**config.mk**
```make
export PLATFORM = sky130hd
export DESIGN_NAME = lvds_rx_decoder
export DESIGN_NICKNAME = d
export VERILOG_FILES = /design/src/rtl/lvds_pkg.sv /design/src/rtl/lvds_word_align.sv /design/src/rtl/lvds_rx_decoder.sv
export SDC_FILE = /design/constraint.sdc
export NUM_CORES = 1
export LEC_CHECK = 0
export BUFFER_PORTS_ARGS = -buffer_cell sky130_fd_sc_hd__buf_4
export CAP_MARGIN = 15
export CORE_MARGIN = 1.5
export CORE_UTILIZATION = 45
export CTS_CLUSTER_DIAMETER = 80
export DETAILED_ROUTE_END_ITERATION = 8
export HOLD_SLACK_MARGIN = 0.08
export PLACE_DENSITY = 0.71
export SLEW_MARGIN = 5
export SYNTH_ARGS = -nofsm -noshare
export SYNTH_HDL_FRONTEND = slang
export SYNTH_SLANG_ARGS = --single-unit
```
**constraint.sdc**
```tcl
create_clock -name i_clk -period 3.5 [get_ports i_clk]
set_clock_uncertainty 0.2 [all_clocks]
set_input_delay 0.525 -clock i_clk [delete_from_list [all_inputs] [get_ports i_clk]]
set_output_delay 0.525 -clock i_clk [all_outputs]
set_load 0.005 [all_outputs]
```
**src/rtl/lvds_pkg.sv**
```systemverilog
// Shared LVDS panel-link definitions: clock-lane pattern, data-lane bit map,
// lock FSM states and small helpers used by the receive decoder.
package lvds_pkg;

   localparam logic [6:0] CLK_PATTERN_DEF = 7'b1100011;
   localparam int         WORD_W          = 7;
   localparam int         NUM_LANES       = 4;
   localparam int         COORD_W         = 12;
   localparam logic [COORD_W-1:0] COORD_MAX = '1;

   // Bit positions inside aligned data-lane words; bit 6 is first on the wire.
   localparam int L0_G0   = 6;
   localparam int L1_B0   = 5;
   localparam int L1_B1   = 6;
   localparam int L2_HS   = 4;
   localparam int L2_VS   = 5;
   localparam int L2_DE   = 6;
   localparam int L3_R6   = 0;
   localparam int L3_R7   = 1;
   localparam int L3_G6   = 2;
   localparam int L3_G7   = 3;
   localparam int L3_B6   = 4;
   localparam int L3_B7   = 5;
   localparam int L3_RSVD = 6;

   typedef enum logic [1:0] {
      SEARCH = 2'd0,
      VERIFY = 2'd1,
      LOCKED = 2'd2
   } lvds_state_e;

   typedef struct packed {
      logic [7:0] r;
      logic [7:0] g;
      logic [7:0] b;
      logic       hs;
      logic       vs;
      logic       de;
   } lvds_pixel_t;

   function automatic lvds_pixel_t decode_pixel(
      input logic [WORD_W-1:0] w0,
      input logic [WORD_W-1:0] w1,
      input logic [WORD_W-1:0] w2,
      input logic [WORD_W-1:0] w3
   );
      lvds_pixel_t p;
      p.r  = {w3[L3_R7], w3[L3_R6], w0[5:0]};
      p.g  = {w3[L3_G7], w3[L3_G6], w1[4:0], w0[L0_G0]};
      p.b  = {w3[L3_B7], w3[L3_B6], w2[3:0], w1[L1_B1], w1[L1_B0]};
      p.hs = w2[L2_HS];
      p.vs = w2[L2_VS];
      p.de = w2[L2_DE];
      return p;
   endfunction

   function automatic logic [COORD_W-1:0] sat_inc(input logic [COORD_W-1:0] v);
      return (v == COORD_MAX) ? v : v + 1'b1;
   endfunction

endpackage

```
**src/rtl/lvds_word_align.sv**
```systemverilog
// One lane of word alignment: remembers the previous accepted word and picks a
// 7-bit window out of {prev, cur} selected by the shared bit-slip offset.
module lvds_word_align
   import lvds_pkg::*;
(
   input  logic              i_clk,
   input  logic              i_resetn,
   input  logic              i_en,
   input  logic [WORD_W-1:0] i_word,
   input  logic [2:0]        i_offset,
   output logic [WORD_W-1:0] o_window
);

   logic [WORD_W-1:0] prev_q, prev_d;
   logic [12:0]       cat;

   // The LSB of the current word never reaches any window, so it is left out.
   always_comb begin
      prev_d = i_en ? i_word : prev_q;
      cat    = {prev_q, i_word[6:1]};
      case (i_offset)
         3'd0:    o_window = cat[12:6];
         3'd1:    o_window = cat[11:5];
         3'd2:    o_window = cat[10:4];
         3'd3:    o_window = cat[9:3];
         3'd4:    o_window = cat[8:2];
         3'd5:    o_window = cat[7:1];
         3'd6:    o_window = cat[6:0];
         default: o_window = cat[12:6];
      endcase
   end

   always_ff @(posedge i_clk or negedge i_resetn) begin
      if (!i_resetn) begin
         prev_q <= '0;
      end else begin
         prev_q <= prev_d;
      end
   end

endmodule

```
**src/rtl/lvds_rx_decoder.sv**
```systemverilog
// LVDS panel receiver: clock-lane word alignment with a lock FSM, VESA 24-bit
// pixel decode with HS/VS/DE, and regenerated x/y coordinates.
//
// state  | meaning
// SEARCH | slipping the shared bit offset until the clock-lane window matches
// VERIFY | pattern seen; counting consecutive matches before trusting it
// LOCKED | aligned; pixels decoded, up to UNLOCK_ERRS-1 bad clock words tolerated
module lvds_rx_decoder
   import lvds_pkg::*;
#(
   parameter int         LOCK_COUNT  = 16,
   parameter int         UNLOCK_ERRS = 4,
   parameter logic [6:0] CLK_PATTERN = CLK_PATTERN_DEF
) (
   input  logic        i_clk,
   input  logic        i_resetn,
   input  logic        i_word_valid,
   input  logic [6:0]  i_clk_lane,
   input  logic [27:0] i_lanes,
   output logic        o_valid,
   output logic [23:0] o_color,
   output logic        o_hs,
   output logic        o_vs,
   output logic        o_de,
   output logic [11:0] o_x,
   output logic [11:0] o_y,
   output logic        o_locked,
   output logic [2:0]  o_offset
);

   localparam int LCNT_W = (LOCK_COUNT > 2) ? $clog2(LOCK_COUNT) : 1;
   localparam int ERR_W  = (UNLOCK_ERRS > 2) ? $clog2(UNLOCK_ERRS) : 1;
   localparam logic [LCNT_W-1:0] LCNT_LOAD = LCNT_W'(LOCK_COUNT - 2);
   localparam logic [ERR_W-1:0]  ERR_LOAD  = ERR_W'(UNLOCK_ERRS - 1);

   lvds_state_e                      state_q, state_d;
   logic [2:0]                       off_q, off_d, off_next;
   logic [LCNT_W-1:0]                lcnt_q, lcnt_d;
   logic [ERR_W-1:0]                 err_q, err_d;
   logic                             locked_q, locked_d;
   logic                             s1_valid_q, s1_valid_d;
   logic                             s1_clear_q, s1_clear_d;
   logic [NUM_LANES-1:0][WORD_W-1:0] s1_word_q, s1_word_d;

   logic [WORD_W-1:0]                w_clk;
   logic [NUM_LANES-1:0][WORD_W-1:0] w_data;
   logic                             match;

   logic                             valid_q, valid_d;
   logic [23:0]                      color_q, color_d;
   logic                             hs_q, hs_d, vs_q, vs_d, de_q, de_d;
   logic [COORD_W-1:0]               ox_q, ox_d, oy_q, oy_d;
   logic [COORD_W-1:0]               x_q, x_d, y_q, y_d;
   logic                             de_prev_q, de_prev_d, vs_prev_q, vs_prev_d;
   logic                             hist_q, hist_d;

   lvds_pixel_t                      pix;
   logic                             de_fall, vs_rise;
   logic [COORD_W-1:0]               x_base, y_base;
   logic                             unused_rsvd;

   lvds_word_align u_align_clk (
      .i_clk    (i_clk),
      .i_resetn (i_resetn),
      .i_en     (i_word_valid),
      .i_word   (i_clk_lane),
      .i_offset (off_q),
      .o_window (w_clk)
   );

   for (genvar g = 0; g < NUM_LANES; g++) begin : g_lane
      lvds_word_align u_align (
         .i_clk    (i_clk),
         .i_resetn (i_resetn),
         .i_en     (i_word_valid),
         .i_word   (i_lanes[WORD_W*g +: WORD_W]),
         .i_offset (off_q),
         .o_window (w_data[g])
      );
   end

   assign match       = (w_clk == CLK_PATTERN);
   assign off_next    = (off_q == 3'd6) ? 3'd0 : off_q + 3'd1;
   assign unused_rsvd = s1_word_q[3][L3_RSVD];

   // Stage 1: lock FSM and aligned-word capture; only accepted words move it.
   always_comb begin
      state_d    = state_q;
      off_d      = off_q;
      lcnt_d     = lcnt_q;
      err_d      = err_q;
      locked_d   = locked_q;
      s1_valid_d = 1'b0;
      s1_clear_d = 1'b0;
      s1_word_d  = s1_word_q;
      if (i_word_valid) begin
         case (state_q)
            SEARCH: begin
               if (match) begin
                  state_d = VERIFY;
                  lcnt_d  = LCNT_LOAD;
               end else begin
                  off_d = off_next;
               end
            end
            VERIFY: begin
               if (!match) begin
                  state_d = SEARCH;
                  off_d   = off_next;
               end else if (lcnt_q == '0) begin
                  state_d  = LOCKED;
                  locked_d = 1'b1;
                  err_d    = ERR_LOAD;
               end else begin
                  lcnt_d = lcnt_q - 1'b1;
               end
            end
            LOCKED: begin
               if (match) begin
                  err_d      = ERR_LOAD;
                  s1_valid_d = 1'b1;
               end else if (err_q == '0) begin
                  state_d    = SEARCH;
                  locked_d   = 1'b0;
                  s1_clear_d = 1'b1;
               end else begin
                  err_d      = err_q - 1'b1;
                  s1_valid_d = 1'b1;
               end
            end
            default: begin
               state_d  = SEARCH;
               locked_d = 1'b0;
            end
         endcase
         if (s1_valid_d) begin
            s1_word_d = w_data;
         end
      end
   end

   // Stage 2: decode and coordinates; edges only count once history is valid.
   always_comb begin
      pix     = decode_pixel(s1_word_q[0], s1_word_q[1], s1_word_q[2], s1_word_q[3]);
      de_fall = hist_q & de_prev_q & ~pix.de;
      vs_rise = hist_q & ~vs_prev_q & pix.vs;
      x_base  = de_fall ? '0 : x_q;
      if (vs_rise) begin
         y_base = '0;
      end else if (de_fall) begin
         y_base = sat_inc(y_q);
      end else begin
         y_base = y_q;
      end

      valid_d   = 1'b0;
      color_d   = color_q;
      hs_d      = hs_q;
      vs_d      = vs_q;
      de_d      = de_q;
      ox_d      = ox_q;
      oy_d      = oy_q;
      x_d       = x_q;
      y_d       = y_q;
      de_prev_d = de_prev_q;
      vs_prev_d = vs_prev_q;
      hist_d    = hist_q;

      if (s1_clear_q) begin
         x_d       = '0;
         y_d       = '0;
         de_prev_d = 1'b0;
         vs_prev_d = 1'b0;
         hist_d    = 1'b0;
      end else if (s1_valid_q) begin
         valid_d   = 1'b1;
         color_d   = {pix.r, pix.g, pix.b};
         hs_d      = pix.hs;
         vs_d      = pix.vs;
         de_d      = pix.de;
         ox_d      = x_base;
         oy_d      = y_base;
         x_d       = pix.de ? sat_inc(x_base) : x_base;
         y_d       = y_base;
         de_prev_d = pix.de;
         vs_prev_d = pix.vs;
         hist_d    = 1'b1;
      end
   end

   always_ff @(posedge i_clk or negedge i_resetn) begin
      if (!i_resetn) begin
         state_q    <= SEARCH;
         off_q      <= '0;
         lcnt_q     <= '0;
         err_q      <= '0;
         locked_q   <= 1'b0;
         s1_valid_q <= 1'b0;
         s1_clear_q <= 1'b0;
         s1_word_q  <= '0;
         valid_q    <= 1'b0;
         color_q    <= '0;
         hs_q       <= 1'b0;
         vs_q       <= 1'b0;
         de_q       <= 1'b0;
         ox_q       <= '0;
         oy_q       <= '0;
         x_q        <= '0;
         y_q        <= '0;
         de_prev_q  <= 1'b0;
         vs_prev_q  <= 1'b0;
         hist_q     <= 1'b0;
      end else begin
         state_q    <= state_d;
         off_q      <= off_d;
         lcnt_q     <= lcnt_d;
         err_q      <= err_d;
         locked_q   <= locked_d;
         s1_valid_q <= s1_valid_d;
         s1_clear_q <= s1_clear_d;
         s1_word_q  <= s1_word_d;
         valid_q    <= valid_d;
         color_q    <= color_d;
         hs_q       <= hs_d;
         vs_q       <= vs_d;
         de_q       <= de_d;
         ox_q       <= ox_d;
         oy_q       <= oy_d;
         x_q        <= x_d;
         y_q        <= y_d;
         de_prev_q  <= de_prev_d;
         vs_prev_q  <= vs_prev_d;
         hist_q     <= hist_d;
      end
   end

   assign o_valid  = valid_q;
   assign o_color  = color_q;
   assign o_hs     = hs_q;
   assign o_vs     = vs_q;
   assign o_de     = de_q;
   assign o_x      = ox_q;
   assign o_y      = oy_q;
   assign o_locked = locked_q;
   assign o_offset = off_q;

endmodule

```
== After elaboration in Yosys (flattened, before gate mapping) ==
Index checks and enable logic that the tools add are counted.

* $add $sub $neg: 5
* Equality and inequality tests: 19
* Mux-type cells: 53
* Bitwise operators: 9
* Reductions and logical operators: 14

{| class="wikitable"
|+ Operators with widths
! cell !! number
|-
| case mux 7 bit (6 select lines) || 4
|-
| 2-to-1 mux 12 bit || 10
|-
| case mux 6 bit (6 select lines) || 1
|-
| adder 12 x 1 -> 12 bit (second input constant) || 2
|-
| equality test 12 bit (second input constant) || 2
|-
| 2-to-1 mux 1 bit || 21
|-
| 2-to-1 mux 2 bit || 9
|-
| AND reduction 5 bit || 3
|-
| 2-to-1 mux 4 bit || 3
|-
| inequality test 2 bit (second input constant) || 6
|-
| equality test 3 bit (second input constant) || 3
|-
| case mux 4 bit (2 select lines) || 1
|-
| equality test 7 bit (second input constant) || 1
|-
| equality test 3 x 2 -> 1 bit (second input constant) || 2
|-
| inequality test 3 bit (second input constant) || 2
|-
| case mux 2 bit (3 select lines) || 1
|-
| AND reduction 6 bit || 1
|-
| nonzero test 2 bit || 3
|-
| inverter 1 bit || 5
|-
| AND 1 bit || 4
|-
| zero test 2 bit || 2
|-
| zero test 4 bit || 1
|-
| case mux 2 bit (2 select lines) || 1
|-
| AND reduction 2 bit || 2
|-
| 10 further kinds || 10
|}

* Flip-flop bits (word level): 154
* Input port bits: 38

== Depth between registers and ports, before layout ==
Gate-level depths: netlist of the first run.

* Depth in word-level cells: 8
* Mapped depth: 13
* Gate-level depth less buffers: 10

== Modules after synthesis ==
Synthesis of the first run repeated with hierarchy kept, for this count alone.

* Cell total of the unflattened synthesis: 889
* Area, all modules: 9306.4 um2

{| class="wikitable"
|+ Modules (own cells, without submodules)
! module !! times used !! cells each !! area an instance (um2)
|-
| lvds_rx_decoder || 1 || 549 || 5497.8
|-
| lvds_word_align (g_lane[0].u_align ...) || 4 || 69 || 770.7
|-
| lvds_word_align (u_align_clk) || 1 || 64 || 725.7
|}

== Least setup slack after synthesis of the first run ==
Ideal clock, no wire load.

* Path type: register -> register
* Start: register s1_word_q, in the netlist pix[0]
* End: register x_q[3]
* Setup time: 72 ps
* Arrival time: 2689 ps
* Data required time: 3228 ps
* Setup slack: 539 ps
* Stages on the path, launching flop included: 13
* Period minus slack after synthesis: 2961 ps
* Cell sequence: dfrtp_1 > buf_2 > nand3b_1 > buf_2 > clkbuf_1 > and2_1 > ha_1 > nand4_1 > nor4_1 > nor3b_1 > nand2_1 > mux2_2 > nor2_1

* Cells in the longest elaborated chain, start to end: 8
* Elaborated cells between the ends (all ways): 9
* Classes of those cells: add/sub (1); eq/ne (1); mux (5); bitwise (2)

{| class="wikitable"
|+ Ends and longest elaborated chain
! item !! line !! RTL
|-
| start, declared || lvds_rx_decoder.sv:43 || <nowiki>logic [NUM_LANES-1:0][WORD_W-1:0] s1_word_q, s1_word_d;</nowiki>
|-
| start signal, assigned || lvds_rx_decoder.sv:221 || <nowiki>s1_word_q <= s1_word_d;</nowiki>
|-
| inverter 1 bit * || lvds_rx_decoder.sv:145 || <nowiki>de_fall = hist_q & de_prev_q & ~pix.de;</nowiki>
|-
| AND 1 bit * || lvds_rx_decoder.sv:145 ||
|-
| 2-to-1 mux 12 bit * || lvds_rx_decoder.sv:147 || <nowiki>x_base = de_fall ? '0 : x_q;</nowiki>
|-
| via x_base[0] || lvds_rx_decoder.sv:59 || <nowiki>logic [COORD_W-1:0] x_base, y_base;</nowiki>
|-
| adder 12 x 1 -> 12 bit or equality test 12 bit (tied branches) || lvds_pkg.sv:58 || <nowiki>return (v == COORD_MAX) ? v : v + 1'b1;</nowiki>
|-
| 2-to-1 mux 12 bit * || lvds_pkg.sv:58 ||
|-
| 2-to-1 mux 12 bit * || lvds_rx_decoder.sv:183 || <nowiki>x_d = pix.de ? sat_inc(x_base) : x_base;</nowiki>
|-
| 2-to-1 mux 12 bit * || lvds_rx_decoder.sv:175 || <nowiki>end else if (s1_valid_q) begin</nowiki>
|-
| 2-to-1 mux 12 bit * || lvds_rx_decoder.sv:169 || <nowiki>if (s1_clear_q) begin</nowiki>
|-
| end signal, assigned || lvds_rx_decoder.sv:208 || <nowiki>x_q <= '0;</nowiki>
|-
| end signal, assigned || lvds_rx_decoder.sv:229 || <nowiki>x_q <= x_d;</nowiki>
|-
| end, declared || lvds_rx_decoder.sv:53 || <nowiki>logic [COORD_W-1:0] x_q, x_d, y_q, y_d;</nowiki>
|}

The timed path passes the listed nets; every way through them passes the cells marked *. The select of a mux whose other input is x is not followed.
A chain may end at the register's enable or synchronous reset.

== Worst setup path after layout of the first run ==
* Start: register off_q[1], in the netlist o_offset[1]
* End: register err_q[0]

* Cells in the longest elaborated chain, start to end: 5
* Elaborated cells between the ends (all ways): 13
* Classes of those cells: eq/ne (9); mux (3); reduce/logical (1)

{| class="wikitable"
|+ Ends and longest elaborated chain
! item !! line !! RTL
|-
| start, declared || lvds_rx_decoder.sv:37 || <nowiki>logic [2:0] off_q, off_d, off_next;</nowiki>
|-
| start signal, assigned || lvds_rx_decoder.sv:194 || <nowiki>off_q <= '0;</nowiki>
|-
| start signal, assigned || lvds_rx_decoder.sv:215 || <nowiki>off_q <= off_d;</nowiki>
|-
| equality test 3 bit (tied with other cells) || lvds_word_align.sv:21 || <nowiki>case (i_offset)</nowiki>
|-
| case mux 7 bit (6 select lines) * || lvds_word_align.sv:21 ||
|-
| equality test 7 bit * || lvds_rx_decoder.sv:82 || <nowiki>assign match = (w_clk == CLK_PATTERN);</nowiki>
|-
| inequality test 3 bit (no source line) (tied with other cells) || -- ||
|-
| AND reduction 5 bit (no source line) or case mux 2 bit (2 select lines) (tied branches) || -- ||
|-
| end signal, assigned || lvds_rx_decoder.sv:217 || <nowiki>err_q <= err_d;</nowiki>
|-
| end, declared || lvds_rx_decoder.sv:39 || <nowiki>logic [ERR_W-1:0] err_q, err_d;</nowiki>
|}

Mark *: on every way between the ends. The rest lies on a longest branch, timed or not.

==> impl_results.md, run 1 <==
* Outcome: finished clean
* Initial antenna violation count at 0
* WL final at 20.2 mm
* Core area at 17500 um2
* Drt wl/cell at 17.2 um
* Die Footprint at 18900 um2
* Die height at roughly 140 um
* PortBufs at just over 90
* DRT Pass-1 Iters at 8
* Launching element type of the critical path: register
* CTS buffer count at 17
* Htree depth at 4
* Synth async-reset ratio at 100%
* Mapped cell area at 8120 um2
* Sw power at between 1500 and 2000 uW
* Largest net degree at the start of global routing at between 70 and 80
* Register area at between 3000 and 4000 um2
* Clock Path Buffers at 2
* Ys Warns at 0
* Placed Instances at 1146
* Pwr Total at 5690 uW
* Layout fillers at 1570
* Sum Neg Setup Slack at 0 ns
* Max frequency at 328 MHz
* Final Max Tran Viols at 0
* Crit path max fanout at 21
* Fin crit share at 87.0%
* Total grt overflow at 0
* Place WS at 0.536 ns
* Clock-pin slew on the worst setup and hold paths at 0.06 ns
* Worst-Margin Slew at 1.10 ns
* Std cell rows at 48
* Number of remaining DRC errors at 0
* Worst hold path class: in -> reg
* Seq/Total Area, Yosys at 47.5%
* Multi-input logic area at just under 4000 um2
* Pwr dens at 591 nW/um2
* Die W at 137 um
* WP data arrival at 3.14 ns
* Gp weighted congestion at 0.907
* Final Util at 55.1%
* Hold Vio Cnt, Final at 0
* WP data required at ~3.6 ns
* WS Path Type: reg -> reg
* Clock sink total at 154
* Final Worst Setup Slack at 0.455 ns
* Net count after synthesis at 911
* CTS Root Cell: clkbuf_16
* Number of global-route vias before repair at 6315
* Layout cells sized above 1 at 21.9%
* Rel. slew slack at 25.9%
* Netlist cell types at 58
* Hpwl dp at ~14 mm
* Worst-Skew Late Latency at 0.43 ns
* Clock power share at 32.2%
* Most used DFF post-synth: dfrtp_1
* Total track usage at 22.3%
* Ant. Diodes at 0
* Boundary Pins at 94
* CTS tree: done
* Internal at 3700 uW
* Synth Instances at 868
* Worst VDD drop at 0.608 mV
* Total number of vias at between 6000 and 7000
* Area grow syn2layout at 18.5%
* Final std cells w/o fill at 1179
* Seq pwr share at 34.3%
* Comb pwr share at 33.5%
* Unrepaired setup endpoints after global routing: false
* Synthesis-stage register bit count at 154
* First DRT Iteration DRCs at 663
* Fin crit period at approximately 3.0 ns
* Number of synthesized flops with an enable pin at 0
* Syn Area/Cell at 9.36 um2
* Vias per inst at 5.87
* NumNets Final at about 1000
* Final setup fails at 0
* Max cap viols at 0
* Antenna-violating nets left at 0
* Worst setup EP type: register
* First-pass GRT wire length at around 33 mm
* Sw Share at 34.9%
* LEAKAGE at 0.00448 uW
* Initial Utilization at about 46%
-- repair_timing --
item                      CTS  global route
hold endpoints to repair   73             0
resized for setup           0             0
hold buffers                1             0
buffers inserted            0             0
-- metal layers --
metal  track usage (%)  up-vias  share of wire (%)
li1                  -     3277                  -
met1              32.2     3321                 45
met2              34.0      295                 46
met3              4.97       24                7.8
met4              5.50        0               0.96
met5                 0        -                  0
-- worst max-delay path: stages, from the launching register on --
cell and delay (ns):
dfrtp_1 0.56, nand2_1 0.17, inv_1 0.08, ha_1 0.18
buf_4 0.28, nand2_1 0.09, a21oi_1 0.13, o221ai_1 0.15
nor2_1 0.25, a21boi_4 0.14, o31a_1 0.36, mux2_1 0.32
-- per-stage QoR --
| step | area, um2 | hold WS, ns |
|---|---|---|
| global route | 9630 | 0.120 |
| detailed placement | 9030 | 0.256 |
| floorplan | 8120 | 0.0294 |
| global placement | 9030 | 0.253 |
| CTS | 9630 | 0.117 |
| finish | 9630 | 0.128 |
-- cell usage after synthesis, types with 5 or more instances --
library cell / number / area [um2]
a211oi_1: 10 / 75.1
a21o_1: 19 / 143
a21oi_1: 50 / 250
a221oi_1: 14 / 123
a222oi_1: 11 / 110
a22o_1: 10 / 87.6
a22oi_1: 23 / 173
buf_2: 11 / 55.1
clkbuf_1: 42 / 158
dfrtp_1: 154 / 3850
ha_1: 5 / 62.6
inv_1: 16 / 60.1
mux2_1: 5 / 56.3
mux2_2: 56 / 631
mux2i_1: 18 / 180
nand2_1: 181 / 679
nand2b_1: 5 / 31.3
nand3_1: 14 / 70.1
nand3b_1: 6 / 45.0
nand4_1: 9 / 56.3
nor2_1: 45 / 169
nor2b_1: 7 / 43.8
nor3_1: 10 / 50.1
nor4_1: 6 / 37.5
o21ai_0: 70 / 350
o31ai_1: 6 / 45.0
or3_1: 12 / 75.1
-- kinds of logic (layout without fill, tap and decap cells) --
kind of cell               count (synthesis)  count (layout)  share of synthesized area (%)
buffers and inverters                     76             162                           3.96
muxes                                     79              79                           10.7
xor gates and xnor gates                   6               6                          0.647
AOI/OAI and AO/OA                        234             234                           19.1
adders and majority gates                  5               5                          0.770
DFF                                      154             154                           47.5
and+or+nand+nor                          314             314                           17.4
-- cell type report --
cell class | instances | area share (%)
multi-input cells | 638 | 41.1
flip-flops and latches | 154 | 40.0
repair buffers | 114 | 9.22
clock buffers | 20 | 4.64
well taps | 225 | 2.92
clock inverters | 12 | 1.44
inverters | 16 | 0.624
-- layout by cell type, fill, tap and decap left out, types with 17 or more instances in the layout --
cell,count
o21ai_0,70
dfrtp_1,153
a21oi_1,50
a22oi_1,23
buf_4,110
mux2i_1,18
nand2_1,181
a21o_1,19
clkbuf_16,17
nor2_1,45
mux2_2,56
-- path summary, 6_finish.rpt --
check / startpoint / endpoint / slack (ns) / cells after the start
max in group asynchronous: i_resetn / o_de$_DFFE_PN0P_ / 1.84 / 3
max reg2reg: o_offset[1]$_DFFE_PN0P_ / err_q[0]$_DFFE_PN0P_ / 0.46 / 11
min in group asynchronous: i_resetn / x_q[2]$_DFFE_PN0P_ / 0.51 / 2
min: i_lanes[0] / g_lane[0].u_align.prev_q[0]$_DFFE_PN0P_ / 0.13 / 2
min reg2reg: pix[10]$_DFFE_PN0P_ / o_color[7]$_DFFE_PN0P_ / 0.27 / 2
max: o_offset[1]$_DFFE_PN0P_ / err_q[0]$_DFFE_PN0P_ / 0.46 / 11
-- flip-flops by register name, indices dropped and copies added (netlist names), 2 cells and up --
signal and cells:
u_align_clk.prev_q 7, err_q 2, o_y 12, o_x 12, g_lane.u_align.prev_q 27, pix 27, state_q 2, y_q 12
x_q 12, o_color 24, o_offset 3, lcnt_q 4
-- power groups by stage --
| stage | clock network, uW | logic (uW) | registers, uW |
|---|---|---|---|
| 5_1_grt | 1950 | 2070 | 1960 |
| 2_1_floorplan | 0 | 1370 | 1940 |
| 3_5_place_dp | 0 | 1860 | 1970 |
| 6_report | 1840 | 1910 | 1950 |
| 3_3_place_gp | 0 | 1850 | 1970 |
| 4_1_cts | 1870 | 1880 | 1940 |
Power figures use the tool's default switching activity.
==> inputs of run 2 (changes only) <==
- PLACE_DENSITY: 0.71 -> 0.73
- SYNTH_HIERARCHICAL: unset -> 1
- clock period: 3.5 -> 2.46 ns (I/O delays scaled with it)
==> run 2 against run 1 <==
The run now ends with setup timing left; largest power group is now combinational cells; synthesized area increased by 13%; via count rose by 10%; cell count is 11% higher.
==> impl_results.md, run 2 <==
* Mapped cell area at 9210 um2 (+13%)
* CTS Root Cell: clkbuf_16
* Final setup fails at 39 (+39)
* Max cap viols at 0 (unchanged)
* Initial Utilization at 45.7% (-0.81 points)
* Cell chain of the critical path: buf_6, mux2_4, a221oi_2, o22ai_1, and3b_2, nand2_2, a21o_1, buf_6, buf_16, mux2_4
* Boundary Pins at 94 (unchanged)
* DRT Pass-1 Iters at 7 (-1)
* Final Worst Setup Slack at -0.314 ns (-0.770 ns)
* Net count after synthesis at 926 (+1.6%)
* Place WS at -0.295 ns (-0.830 ns)
* Final std cells w/o fill at 1310 (+11%)
* Pwr dens at 811 nW/um2 (+37%)
* Synth Instances at 884 (+1.8%)
* Max frequency at 360 MHz (+9.7%)
* Hpwl dp at 14.5 mm (+5.5%)
* Launching element type of the critical path: register
* Pwr Total at 9530 uW (+67%)
* Std cell rows at 52 (+8.3%)
* Critical path's slowest cell: dfrtp_4
* Placed Instances at 1234 (+7.7%)
* Antenna-violating nets left at 0 (unchanged)
* Final Max Tran Viols at 0 (unchanged)
* WL final at 22.8 mm (+13%)
* Die Footprint at 21300 um2 (+13%)
* Core area at 20200 um2 (+15%)
* Clock-pin slew on the worst setup and hold paths at 0.07 ns (about the same)
* NumNets Final at 1069 (+8.6%)
* Internal at 6580 uW (+78%)
* Drt wl/cell at 17.4 um (+1.4%)
* Largest net degree at the start of global routing at 96 (+25%)
* Clock power share at 31.8% (-0.4 points)
* WP buf/inv at 3 (+1)
* Clock sink total at 154 (unchanged)
* Total track usage at 21.9% (-0.38 points)
* Rel. slew slack at 54.8% (+29 points)
* Gp weighted congestion at 0.855 (-5.7%)
* CTS tree: done
* Ys Warns at 6 (+6)
* Worst setup EP type: register
* Layout fillers at 1671 (+6.4%)
* Total grt overflow at 0 (unchanged)
* Worst hold path class: in -> reg
* Seq pwr share at 30.1% (-4.2 points)
* Hold Vio Cnt, Final at 0 (unchanged)
* Fin crit period at 2.77 ns (-0.270 ns)
* LEAKAGE at 0.00550 uW (+23%)
* Crit-path max cell delay at 0.54 ns (-0.02 ns)
* Die W at 146 um (+6.3%)
* CTS buffer count at 17 (unchanged)
* Worst-Margin Slew at 0.672 ns (-0.432 ns)
* WS Path Type: reg -> reg
* Fin crit share at 113% (+26 points)
* Die height at 146 um (+6.3%)
* Worst-Skew Late Latency at 0.43 ns (about the same)
* Number of global-route vias before repair at 7391 (+17%)
* Outcome: finished, violations left
* Vias per inst at 5.81 (-0.96%)
* First-pass GRT wire length at 38.0 mm (+16%)
* WP data required at 2.57 ns (-1.03 ns)
* Worst VDD drop at 0.609 mV (about the same)
* Syn Area/Cell at 10.4 um2 (+11%)
* Failing checks: setup timing
* Most common cell after layout, fill and taps aside: dfrtp_1
* Number of remaining DRC errors at 0 (unchanged)
* Sw power at 2940 uW (+48%)
* Layout cells sized above 1 at 31.9% (+10 points)
* Total number of vias at 7612 (+10%)
* Ant. Diodes at 0 (unchanged)
* Htree depth at 4 (unchanged)
* Sw Share at 30.9% (-4.0 points)
* Crit path max fanout at 7 (-67%)
* WP data arrival at 2.88 ns (-0.26 ns)
* Area grow syn2layout at 27.5%
* Clock Path Buffers at 2 (unchanged)
* PortBufs at 93 (unchanged)
* Cell class contributing the biggest share of worst-path delay: multiplexers
* Most frequent cells in the layout: dfrtp_1 (151), buf_4 (140), nand2_1 (137)
* First DRT Iteration DRCs at 415 (-37%)
* Initial antenna violation count at 0 (unchanged)
* Unrepaired setup endpoints after global routing: true
* Comb pwr share at 38.1% (+4.6 points)
run 2: final timing paths:
kind	cells after the start	to	from	slack [ns]
worst max register to register	10	pix[1]$_DFFE_PN0P_	o_offset[0]$_DFFE_PN0P_	-0.31
worst max-delay path	10	pix[1]$_DFFE_PN0P_	o_offset[0]$_DFFE_PN0P_	-0.31
worst min-delay path	3	u_align_clk/prev_q[3]$_DFFE_PN0P_	i_clk_lane[3]	0.09
worst min register to register	2	o_x[7]$_DFFE_PN0P_	o_x[7]$_DFFE_PN0P_	0.27
max in group asynchronous	3	o_offset[0]$_DFFE_PN0P_	i_resetn	1.10
min in group asynchronous	2	o_x[9]$_DFFE_PN0P_	i_resetn	0.24
run 2: layer usage:
layer  vias to the layer above  wire length [um]  global-route usage [%]
li1                       3584                 -                       -
met5                         -                 0                       0
met2                       199             11200                    36.3
met1                      3804             10300                    29.4
met3                        25              1010                    4.28
met4                         0               331                    6.11
run 2: layout make-up:
class,count,area (um2),area share (%)
inverter,19,71.3,0.607
tap,270,338,2.88
clock inverter,14,243,2.07
clock buffer,18,439,3.74
multi-input combinational,646,5140,43.7
timing repair buffer,189,1650,14.1
sequential,154,3860,32.9
run 2: power groups by stage:
stage	registers [uW]	clock network, uW	logic [uW]
2_1_floorplan	2910	0	2670
3_3_place_gp	2910	0	3340
3_5_place_dp	2920	0	3420
4_1_cts	2860	3080	3620
5_1_grt	2890	3190	3970
6_report	2870	3030	3630
run 2: what timing repair did:
| item | CTS | global route |
|---|---|---|
| buffers inserted | 7 | 2 |
| endpoints found under the setup margin | 40 | 41 |
| pin swaps | 9 | 2 |
| resized for setup | 24 | 7 |
| cloned | 3 | 0 |
| endpoints found under the hold margin | 76 | 0 |
| hold buffers | 33 | 0 |
run 2: worst reg2reg max path, cell delays in order, from the launching register on:
cell and delay, ns:
dfrtp_4 0.54, buf_6 0.15, mux2_4 0.30, a221oi_2 0.25
o22ai_1 0.09, and3b_2 0.27, nand2_2 0.06, a21o_1 0.19
buf_6 0.15, buf_16 0.15, mux2_4 0.30
run 2: metrics by stage:
stage	cell area [um2]	util, %	setup TNS (ns)	hold WS (ns)
3_3_place_gp	10500	52.1	-7.22	0.131
4_1_cts	11700	58.1	-8.52	0.0802
2_1_floorplan	9350	-	-11.76	-0.127
3_5_place_dp	10500	52.1	-9.26	0.139
6_report	11700	58.2	-9.53	0.0928
5_1_grt	11700	58.2	-11.84	0.0948
